$ cat src/rtl/cla_seq_ctrl_if.sv
// ---------------------------------------------------------------------------
// cla_seq_ctrl_if -- handshake bundle for the sequential CLA adder.
//
// Request side : in_valid / in_ready, operands in_a / in_b, in_cin, in_sub
// Result side  : out_valid / out_ready, out_sum, out_cout, out_ovf
// Status       : busy (high whenever the block is not idle)
//
// slave  : view taken by cla_seq_ctrl
// master : view taken by the requester / consumer
// ---------------------------------------------------------------------------
interface cla_seq_ctrl_if #(
    parameter int WIDTH = 16
);
    logic             in_valid;
    logic             in_ready;
    logic [WIDTH-1:0] in_a;
    logic [WIDTH-1:0] in_b;
    logic             in_cin;
    logic             in_sub;
    logic             out_valid;
    logic             out_ready;
    logic [WIDTH-1:0] out_sum;
    logic             out_cout;
    logic             out_ovf;
    logic             busy;

    modport slave (
        input  in_valid, in_a, in_b, in_cin, in_sub, out_ready,
        output in_ready, out_valid, out_sum, out_cout, out_ovf, busy
    );

    modport master (
        output in_valid, in_a, in_b, in_cin, in_sub, out_ready,
        input  in_ready, out_valid, out_sum, out_cout, out_ovf, busy
    );
endinterface

$ cat src/rtl/cla_seq_ctrl.sv
// ---------------------------------------------------------------------------
// cla_seq_ctrl -- WIDTH-bit add/subtract built from one 4-bit carry-look-ahead
// slice reused over NIB = WIDTH/4 consecutive cycles, least significant
// nibble first.
//
// Ports
//   clk   : rising-edge clock
//   rst_n : asynchronous active-low reset
//   bus   : cla_seq_ctrl_if.slave
//           in_valid/in_ready handshake accepts {in_a, in_b, in_cin, in_sub}
//           out_valid/out_ready handshake returns {out_sum, out_cout, out_ovf}
//           busy is high in RUN and DONE
//
// An operation is accepted in IDLE, walks through RUN for NIB cycles and then
// holds its result in DONE until the consumer takes it.
// ---------------------------------------------------------------------------
module cla_seq_ctrl #(
    parameter int WIDTH = 16
) (
    input  logic            clk,
    input  logic            rst_n,
    cla_seq_ctrl_if.slave   bus
);
    localparam int NIB   = WIDTH / 4;
    localparam int IDX_W = $clog2(NIB);
    localparam logic [IDX_W-1:0] LAST_IDX = IDX_W'(NIB - 1);

    typedef enum logic [1:0] {
        IDLE = 2'd0,
        RUN  = 2'd1,
        DONE = 2'd2
    } state_t;

    state_t           state_q, state_d;
    logic [IDX_W-1:0] idx_q,   idx_d;
    logic [WIDTH-1:0] op_a_q,  op_a_d;
    logic [WIDTH-1:0] op_b_q,  op_b_d;   // already inverted for subtract
    logic             c_q,     c_d;      // carry between slices
    logic [WIDTH-1:0] sum_q,   sum_d;
    logic             cout_q,  cout_d;
    logic             ovf_q,   ovf_d;

    // -----------------------------------------------------------------------
    // 4-bit CLA slice: every carry is a flat sum-of-products of P, G and the
    // slice carry-in, so there is no ripple inside the slice.
    // -----------------------------------------------------------------------
    logic [IDX_W+1:0] base;
    logic [3:0]       nib_a, nib_b, p, g, slice_sum;
    logic             c0, c1, c2, c3, c4;

    always_comb begin
        base  = {idx_q, 2'b00};
        nib_a = op_a_q[base +: 4];
        nib_b = op_b_q[base +: 4];
        p     = nib_a ^ nib_b;
        g     = nib_a & nib_b;
        c0    = c_q;
        c1    = g[0] | (p[0] & c0);
        c2    = g[1] | (p[1] & g[0]) | (p[1] & p[0] & c0);
        c3    = g[2] | (p[2] & g[1]) | (p[2] & p[1] & g[0])
              | (p[2] & p[1] & p[0] & c0);
        c4    = g[3] | (p[3] & g[2]) | (p[3] & p[2] & g[1])
              | (p[3] & p[2] & p[1] & g[0]) | (p[3] & p[2] & p[1] & p[0] & c0);
        slice_sum = p ^ {c3, c2, c1, c0};
    end

    // -----------------------------------------------------------------------
    // Next-state logic
    // -----------------------------------------------------------------------
    always_comb begin
        // NOTE: every _d takes its _q value first so no path through the case
        // leaves a variable unassigned, which would infer a latch.
        state_d = state_q;
        idx_d   = idx_q;
        op_a_d  = op_a_q;
        op_b_d  = op_b_q;
        c_d     = c_q;
        sum_d   = sum_q;
        cout_d  = cout_q;
        ovf_d   = ovf_q;

        case (state_q)
            IDLE: begin
                if (bus.in_valid) begin
                    op_a_d  = bus.in_a;
                    op_b_d  = bus.in_sub ? ~bus.in_b : bus.in_b;
                    // Subtract is A + ~B + 1, so the forced carry replaces in_cin.
                    c_d     = bus.in_sub ? 1'b1 : bus.in_cin;
                    sum_d   = '0;
                    idx_d   = '0;
                    state_d = RUN;
                end
            end
            RUN: begin
                sum_d[base +: 4] = slice_sum;
                c_d              = c4;
                idx_d            = idx_q + 1'b1;
                if (idx_q == LAST_IDX) begin
                    cout_d  = c4;
                    ovf_d   = c3 ^ c4;   // carry into MSB vs carry out of MSB
                    idx_d   = '0;
                    state_d = DONE;
                end
            end
            DONE: begin
                // Returning to IDLE here (not accepting) keeps the output
                // handshake and a new acceptance in separate cycles.
                if (bus.out_ready) state_d = IDLE;
            end
            default: state_d = IDLE;
        endcase
    end

    // -----------------------------------------------------------------------
    // State registers
    // -----------------------------------------------------------------------
    // NOTE: sequential state uses non-blocking assignments so every flop
    // samples its _d value from before the edge, independent of statement order.
    always_ff @(posedge clk or negedge rst_n) begin
        if (!rst_n) begin
            state_q <= IDLE;
            idx_q   <= '0;
            op_a_q  <= '0;
            op_b_q  <= '0;
            c_q     <= 1'b0;
            sum_q   <= '0;
            cout_q  <= 1'b0;
            ovf_q   <= 1'b0;
        end else begin
            state_q <= state_d;
            idx_q   <= idx_d;
            op_a_q  <= op_a_d;
            op_b_q  <= op_b_d;
            c_q     <= c_d;
            sum_q   <= sum_d;
            cout_q  <= cout_d;
            ovf_q   <= ovf_d;
        end
    end

    // Outputs come straight from flops; out_sum shows the partial sum in RUN.
    assign bus.in_ready  = (state_q == IDLE);
    assign bus.out_valid = (state_q == DONE);
    assign bus.busy      = (state_q != IDLE);
    assign bus.out_sum   = sum_q;
    assign bus.out_cout  = cout_q;
    assign bus.out_ovf   = ovf_q;

endmodule

$ cat src/flat_wrapper.sv
// flat-port wrapper written by rule: the top's interface ports become plain ports
module cla_seq_ctrl_flat 
#(
    parameter int WIDTH = 16
)
  (clk, rst_n, bus_in_valid, bus_in_a, bus_in_b, bus_in_cin, bus_in_sub, bus_out_ready, bus_in_ready, bus_out_valid, bus_out_sum, bus_out_cout, bus_out_ovf, bus_busy);
  cla_seq_ctrl_if #(.WIDTH(WIDTH)) bus_i ();
  input  logic clk;
  input  logic rst_n;
  input wire logic [$bits(bus_i.in_valid)-1:0] bus_in_valid;
  input wire logic [$bits(bus_i.in_a)-1:0] bus_in_a;
  input wire logic [$bits(bus_i.in_b)-1:0] bus_in_b;
  input wire logic [$bits(bus_i.in_cin)-1:0] bus_in_cin;
  input wire logic [$bits(bus_i.in_sub)-1:0] bus_in_sub;
  input wire logic [$bits(bus_i.out_ready)-1:0] bus_out_ready;
  output wire logic [$bits(bus_i.in_ready)-1:0] bus_in_ready;
  output wire logic [$bits(bus_i.out_valid)-1:0] bus_out_valid;
  output wire logic [$bits(bus_i.out_sum)-1:0] bus_out_sum;
  output wire logic [$bits(bus_i.out_cout)-1:0] bus_out_cout;
  output wire logic [$bits(bus_i.out_ovf)-1:0] bus_out_ovf;
  output wire logic [$bits(bus_i.busy)-1:0] bus_busy;
  assign bus_i.in_valid = bus_in_valid;
  assign bus_i.in_a = bus_in_a;
  assign bus_i.in_b = bus_in_b;
  assign bus_i.in_cin = bus_in_cin;
  assign bus_i.in_sub = bus_in_sub;
  assign bus_i.out_ready = bus_out_ready;
  assign bus_in_ready = bus_i.in_ready;
  assign bus_out_valid = bus_i.out_valid;
  assign bus_out_sum = bus_i.out_sum;
  assign bus_out_cout = bus_i.out_cout;
  assign bus_out_ovf = bus_i.out_ovf;
  assign bus_busy = bus_i.busy;
  cla_seq_ctrl #(.WIDTH(WIDTH)) u_core (.clk(clk), .rst_n(rst_n), .bus(bus_i));
endmodule
$ cat config.mk
export PLATFORM = sky130hd
export DESIGN_NAME = cla_seq_ctrl_flat
export DESIGN_NICKNAME = d
export VERILOG_FILES = /design/src/rtl/cla_seq_ctrl_if.sv /design/src/rtl/cla_seq_ctrl.sv /design/src/flat_wrapper.sv
export SDC_FILE = /design/constraint.sdc
export NUM_CORES = 1
export LEC_CHECK = 0
export CAP_MARGIN = 20
export CORE_MARGIN = 2
export CORE_UTILIZATION = 40
export DETAILED_ROUTE_END_ITERATION = 10
export PLACE_DENSITY = 0.65
export SLEW_MARGIN = 5
export SYNTH_ARGS = -nofsm -noshare
export SYNTH_HDL_FRONTEND = slang
export SYNTH_SLANG_ARGS = --single-unit
$ cat constraint.sdc
create_clock -name clk -period 2.7 [get_ports clk]
set_input_delay 0.54 -clock clk [delete_from_list [all_inputs] [get_ports clk]]
set_output_delay 0.54 -clock clk [all_outputs]
set_load 0.02 [all_outputs]
Word-level counts from Yosys, hierarchy flattened
Index checks and enable logic that the tools add are counted.
{"block": "totals", "inputBits": 38, "memories": 0, "latch_bits": 0, "output_inout_bits": 21, "wordCells": 72, "ram_bits": 0, "regBits": 55, "mem_bits_ro": 0}
{"block": "classes", "n_div": 0, "shift": 4, "n_eq_ne": 6, "mux": 14, "magnitude_cmp": 0, "n_reduce_logical": 7, "n_bitwise": 31, "mul": 0, "addsub": 2}
{"op": "$mux 16", "n": 2}
{"op": "$pmux 16 s2", "n": 1}
{"op": "$shiftx 16x5->4", "n": 2}
{"op": "$and 1x1->1", "n": 16}
{"op": "$bwmux 16", "n": 1}
{"op": "$not 16->16", "n": 1}
{"op": "$shift 4x6->16 const A", "n": 1}
{"op": "$shiftx 4x6->16", "n": 1}
{"op": "$mux 2", "n": 5}
{"op": "$or 1x1->1", "n": 10}
{"op": "$xor 4x4->4", "n": 2}
{"op": "$neg 4->6", "n": 1}
{"op": "$pmux 2 s3", "n": 1}
{"op": "$reduce_and 2->1", "n": 3}
{"op": "$and 4x4->4", "n": 1}
{"op": "$eq 2x2->1 const B", "n": 2}
{"op": "$ne 2x2->1 const B", "n": 2}
{"op": "$pmux 2 s2", "n": 1}
{"op": "$reduce_bool 2->1", "n": 2}
{"op": "$reduce_and 3->1", "n": 1}
{"op": "$add 2x1->2 const B", "n": 1}
{"op": "$eq 2x1->1 const B", "n": 1}
{"op": "$logic_not 2->1", "n": 1}
{"op": "$mux 1", "n": 2}
{"op": "other kinds (3)", "n": 3}

Logic depth before layout (Yosys ltp)
{"block": "depth", "word_depth": 10, "ltp_mapped": 7, "ltp_nobuf": 6}

Least setup slack after synthesis
OpenSTA, ideal clock, no wires.
{"block": "synth_timing", "path_kind": "register to register", "from": "register u_core.idx_q[0]", "to": "register u_core.sum_q[11], in the netlist u_core.bus.out_sum[11]", "required_time_ps": 2579, "t_arrival_ps": 2353, "path_buffers": 1, "synth_period_minus_slack_ps": 2474, "stages_incl_launch_ff": 8, "path_slack_ps": 226, "setup_time_ps": 121, "path_cell_list": "dfrtp_1 buf_4 mux4_2 ha_1 a211oi_1 o21bai_2 xor2_1 a22o_1"}
{"block": "synth_via", "elab_chain_cells": 10, "elab_cells_between_ends": 25, "cone_classes": "add/sub: 1; shift: 4; mux: 2; bitwise: 18"}
{"element": "from (decl)", "line": "cla_seq_ctrl.sv:35", "source": "logic [IDX_W-1:0] idx_q, idx_d;"}
{"element": "from (signal assigned)", "line": "cla_seq_ctrl.sv:131", "source": "idx_q <= idx_d;"}
{"element": "$shiftx 16x5->4, on equally long branches", "line": "cla_seq_ctrl.sv:53, cla_seq_ctrl.sv:54"}
{"element": "$xor 4x4->4 / $and 4x4->4 (equally long branches)", "line": "cla_seq_ctrl.sv:55, cla_seq_ctrl.sv:56"}
{"element": "$and 1x1->1, on equally long branches", "line": "cla_seq_ctrl.sv:60, cla_seq_ctrl.sv:61"}
{"element": "$or 1x1->1, or another cell as far along", "line": "cla_seq_ctrl.sv:60", "source": "c3 = g[2] | (p[2] & g[1]) | (p[2] & p[1] & g[0])"}
{"element": "$or 1x1->1 / $and 1x1->1 (equally long branches)", "line": "cla_seq_ctrl.sv:60, cla_seq_ctrl.sv:61"}
{"element": "$or 1x1->1", "line": "cla_seq_ctrl.sv:61", "source": "| (p[2] & p[1] & p[0] & c0);"}
{"element": "$xor 4x4->4", "line": "cla_seq_ctrl.sv:64", "source": "slice_sum = p ^ {c3, c2, c1, c0};"}
{"element": "$shiftx 4x6->16", "line": "cla_seq_ctrl.sv:95", "source": "sum_d[base +: 4] = slice_sum;"}
{"element": "$bwmux 16 *", "line": "cla_seq_ctrl.sv:95"}
{"element": "$pmux 16 s2 *", "line": "cla_seq_ctrl.sv:82", "source": "case (state_q)"}
{"element": "to (signal assigned)", "line": "cla_seq_ctrl.sv:135", "source": "sum_q <= sum_d;"}
{"element": "to (decl)", "line": "cla_seq_ctrl.sv:39", "source": "logic [WIDTH-1:0] sum_q, sum_d;"}
Mark *: on every way between the ends. The rest lies on a longest branch, timed or not.
A chain may end at the register's enable or synchronous reset.

Final worst setup path
{"block": "layout_timing", "from": "register u_core.idx_q[0]", "to": "register u_core.sum_q[7], in the netlist u_core.bus.out_sum[7]"}
Same word-level chain as after synthesis.

==> metrics.txt <==
# TYPE chip_impl_metric gauge
chip_impl_info{name="run_status",value="complete, no violations"} 1
chip_impl_metric{name="stdcell_count",unit=""} 356
chip_impl_metric{name="clock_path_buffers",unit=""} 2
chip_impl_metric{name="flow.area_growth_from_synthesis",unit="%"} 26.7
chip_impl_info{name="critical_path.slowest_cell",value="mux4_2"} 1
chip_impl_metric{name="cp.required",unit="ns"} 2.95
chip_impl_metric{name="worst_r2r_path_depth",unit=""} 7
chip_impl_metric{name="resized_gates_after_cts",unit=""} 0
chip_impl_metric{name="cts.repair_timing.setup_buffer_count",unit=""} 0
chip_impl_metric{name="setup_viol",unit=""} 0
chip_impl_metric{name="grt_pass1_wl",unit="um"} 8850
chip_impl_metric{name="timing.final.crit_share",unit="%"} 90.7
chip_impl_metric{name="combinationalPowerShare",unit="%"} 55.2
chip_impl_metric{name="timing_hold_violations_final",unit=""} 0
chip_impl_metric{name="coreArea",unit="sq um"} 6720
chip_impl_metric{name="vias_per_cell",unit=""} 5.11
chip_impl_metric{name="cts.sinks",unit=""} 55
chip_impl_metric{name="n_antenna_cell",unit=""} 0
chip_impl_info{name="hold_class",value="in2async"} 1
chip_impl_metric{name="synth_cell_type_count",unit=""} 35
chip_impl_info{name="synthFlopType",value="dfrtp_1"} 1
chip_impl_metric{name="post-route-drc-count",unit=""} 0
chip_impl_metric{name="layout_min_cycle_time",unit="ns"} 2.45
chip_impl_metric{name="place_worst_setup_slack",unit="ns"} 0.272
chip_impl_metric{name="total_die_area",unit="sq um"} 7550
chip_impl_metric{name="grt_antenna_before_repair",unit=""} 0
chip_impl_metric{name="postRouteAntennaNets",unit=""} 0
chip_impl_metric{name="maxCapViolCount",unit=""} 0
chip_impl_metric{name="worst-path-max-fanout",unit=""} 9
chip_impl_metric{name="layout_setup_ws",unit="ns"} 0.251
chip_impl_info{name="criticalPathCategory",value="reg2reg"} 1
chip_impl_metric{name="clkTransAtPathRegs",unit="ns"} 0.10
chip_impl_metric{name="power-per-cell-area",unit="nW/um^2"} 1260
chip_impl_metric{name="relative_slew_slack",unit="%"} 54.4
chip_impl_metric{name="rrSetupSlack",unit="ns"} 0.25
chip_impl_metric{name="power_share_of_the_sequential_group",unit="%"} 32.8
chip_impl_metric{name="post_synth_inst_count",unit=""} 216
chip_impl_metric{name="synth-seq-cells",unit=""} 55
chip_impl_metric{name="post_synth_design_cell_area",unit="sq um"} 2750
chip_impl_metric{name="use_met3",unit="%"} 3.13
chip_impl_metric{name="placedCellCount",unit=""} 349
chip_impl_info{name="r2r_start",value="u_core.idx_q[0]"} 1
chip_impl_metric{name="switching_share",unit="%"} 41.0
chip_impl_metric{name="clock_power_share",unit="%"} 12.0
chip_impl_metric{name="fin_tns_setup",unit="ns"} 0
chip_impl_metric{name="floorplan.rows",unit=""} 30
chip_impl_metric{name="async_reset_ff_share",unit="%"} 100
chip_impl_metric{name="number_of_synthesis_warnings",unit=""} 0
chip_impl_info{name="endpoint_of_the_lowest_slack_register_to_register_path",value="u_core.bus.out_sum[7]"} 1
chip_impl_metric{name="drive_above_1_share",unit="%"} 19.2
chip_impl_info{name="grt_setup_unrepaired",value="false"} 1
chip_impl_metric{name="achievable-frequency",unit="MHz"} 408
chip_impl_metric{name="wl_per_cell",unit="um"} 15.0
chip_impl_metric{name="power_report.internal_total",unit="uW"} 2600
chip_impl_metric{name="grt_max_degree",unit=""} 35
chip_impl_metric{name="grt_overflow_total",unit=""} 0
chip_impl_info{name="cts_root_buf",value="clkbuf_8"} 1
chip_impl_metric{name="synth_edf_count",unit=""} 0
chip_impl_info{name="startpoint",value="u_core.idx_q[0]"} 1
chip_impl_metric{name="num_vias",unit=""} 1818
chip_impl_metric{name="mapped_avg_cell_area",unit="sq um"} 12.7
chip_impl_metric{name="irDropWorstVdd",unit="mV"} 0.677
chip_impl_metric{name="port_buffer_count",unit=""} 58
chip_impl_metric{name="first_pass_iters",unit=""} 4
chip_impl_metric{name="final_max_slew_viol_count",unit=""} 0
chip_impl_info{name="busiest_layer",value="met2"} 1
chip_impl_metric{name="p_sw",unit="uW"} 1800
chip_impl_info{name="cp_cell_sequence",value="buf_4 > mux4_2 > ha_1 > a211oi_1 > o21bai_2 > xor2_1 > a22o_1"} 1
chip_impl_info{name="cts_tree",value="yes"} 1
chip_impl_metric{name="sequential_area_share_after_synthesis",unit="%"} 50.1
chip_impl_metric{name="dieWidth",unit="um"} 86.9
chip_impl_metric{name="finalWirelength",unit="um"} 5340
chip_impl_metric{name="io_pins",unit=""} 59
chip_impl_metric{name="first_global_vias",unit=""} 1825
chip_impl_metric{name="synth.net_count",unit=""} 264
chip_impl_metric{name="arrival",unit="ns"} 2.70
chip_impl_metric{name="fin_skew",unit="ns"} 0.00931
chip_impl_metric{name="least_margin_pin_slew",unit="ns"} 0.685
chip_impl_info{name="critical_path.startpoint_type",value="flop"} 1
chip_impl_info{name="timing.critical_path.to",value="u_core.bus.out_sum[7]"} 1
chip_impl_metric{name="drt_iter0_markers",unit=""} 66
chip_impl_metric{name="initial_core_util",unit="%"} 40.9
chip_impl_metric{name="h_tree_level_count",unit=""} 2
chip_impl_metric{name="nNetsFinal",unit=""} 324
chip_impl_metric{name="cellLeakagePower",unit="uW"} 0.00144
chip_impl_metric{name="grt.met1_usage",unit="%"} 20.7
chip_impl_metric{name="final_hpwl_from_detailed_placement",unit="um"} 4040
chip_impl_metric{name="cts_hold_buffers",unit=""} 0
chip_impl_metric{name="crit_path_max_incr_delay",unit="ns"} 0.57
chip_impl_metric{name="grt_usage",unit="%"} 15.3
chip_impl_metric{name="routabilityCongestion",unit=""} 0.852
chip_impl_info{name="cp-end-kind",value="flop"} 1
chip_impl_metric{name="insertion_delay",unit="ns"} 0.30
chip_impl_metric{name="floorplan.die.height",unit="um"} 86.9
chip_impl_metric{name="grtUsageMet2",unit="%"} 25.0
chip_impl_metric{name="cts-buffers-inserted",unit=""} 5
-- how the worst min path moves through the flow --
stage / startpoint / to / slack (ns) / cells past startpoint
4_1_cts: rst_n / u_core.op_a_q[12] / 0.29 / 1
3_3_place_gp: u_core.bus.out_ovf / u_core.bus.out_ovf / 0.47 / 2
3_5_place_dp: u_core.bus.out_ovf / u_core.bus.out_ovf / 0.48 / 2
5_1_grt: rst_n / u_core.op_a_q[4] / 0.34 / 1
6_report: rst_n / u_core.op_a_q[8] / 0.27 / 1
2_1_floorplan: rst_n / u_core.bus.out_cout / 0.24 / 0
-- kinds of logic (layout without fill, tap and decap cells) --
group	count (synthesis)	in the layout	synth area share [%]
DFF	55	55	50.1
AOI/OAI and AO/OA	50	50	13.1
and+or+nand+nor	41	41	8.20
muxes	26	26	13.8
xor gates and xnor gates	19	19	6.06
buffers and inverters	15	75	3.92
adders and majority gates	10	10	4.83
-- power by group through the flow --
stage / clock [uW] / sequential, uW / combinational, uW
after global placement: 0 / 1450 / 2400
after detailed placement: 0 / 1460 / 2450
after floorplan: 0 / 1450 / 1730
final: 528 / 1450 / 2430
after CTS: 543 / 1450 / 2460
after global routing: 577 / 1490 / 2680
-- flip-flops by register name, indices dropped and copies added, names as in the netlist --
name / count
u_core.c0: 1
u_core.bus.out_cout: 1
u_core.op_a_q: 16
u_core.bus.out_sum: 16
u_core.idx_q: 2
u_core.state_q: 2
u_core.bus.out_ovf: 1
u_core.op_b_q: 16
-- layer usage --
layer,part of all wire (%),up-vias
met5,0,-
met4,0.96,0
met3,4.2,6
met2,47,46
met1,48,882
li1,-,884
-- cells in the mapped netlist, types with 2 or more instances --
master,number,area [sq um]
nor2_2,4,25.0
a21oi_2,4,35.0
a21oi_1,15,75.1
ha_1,9,113
buf_8,2,30.0
xor2_1,2,17.5
nand2b_1,5,31.3
clkbuf_1,2,7.51
inv_1,3,11.3
buf_6,2,22.5
a22o_1,17,149
xnor2_1,17,149
mux2i_1,2,20.0
nor4b_2,2,30.0
mux2_2,16,180
nand2_1,10,37.5
dfrtp_1,55,1380
o21ai_0,4,20.0
mux4_2,8,180
nor2_1,15,56.3
a21o_1,5,37.5
buf_4,3,22.5
buf_2,2,10.0
-- stage by stage --
stage	utilization [%]	hold slack (ns)	total power, uW	area [sq um]
2_1_floorplan	-	0.244	3180	2750
3_3_place_gp	50.2	0.467	3850	3380
3_5_place_dp	50.2	0.476	3910	3380
4_1_cts	51.8	0.289	4450	3480
5_1_grt	51.8	0.335	4750	3480
6_report	51.8	0.265	4400	3480
-- final cells by class --
cell class / count / area, sq um
clock buffer: 5 / 68.8
clock inverter: 2 / 37.5
fill: 606 / 3240
inverter: 4 / 15.0
multi-input combinational: 146 / 1260
sequential: 55 / 1380
tap: 80 / 100
timing repair buffer: 64 / 621
-- worst max-delay path, delay by kind of cell (launching register included) --
kind            cells  cell delay, ns
flops               1            0.35
buf+inv             1            0.19
xor+xnor            1            0.33
fa+ha+maj           1            0.33
mux                 1            0.57
compound gates      3            0.62
-- cell usage in the layout, fill, tap and decap left out, types with 5 or more instances in the layout --
cell type / synthesis / routed
nand2b_1: 5 / 5
ha_1: 9 / 9
a22o_1: 17 / 17
a21o_1: 5 / 5
mux2_2: 16 / 16
dfrtp_1: 55 / 55
buf_4: 3 / 6
mux4_2: 8 / 8
clkbuf_8: 0 / 5
clkdlybuf4s50_1: 0 / 57
nand2_1: 10 / 10
nor2_1: 15 / 15
xnor2_1: 17 / 17
a21oi_1: 15 / 15
Power figures use the tool's default switching activity.
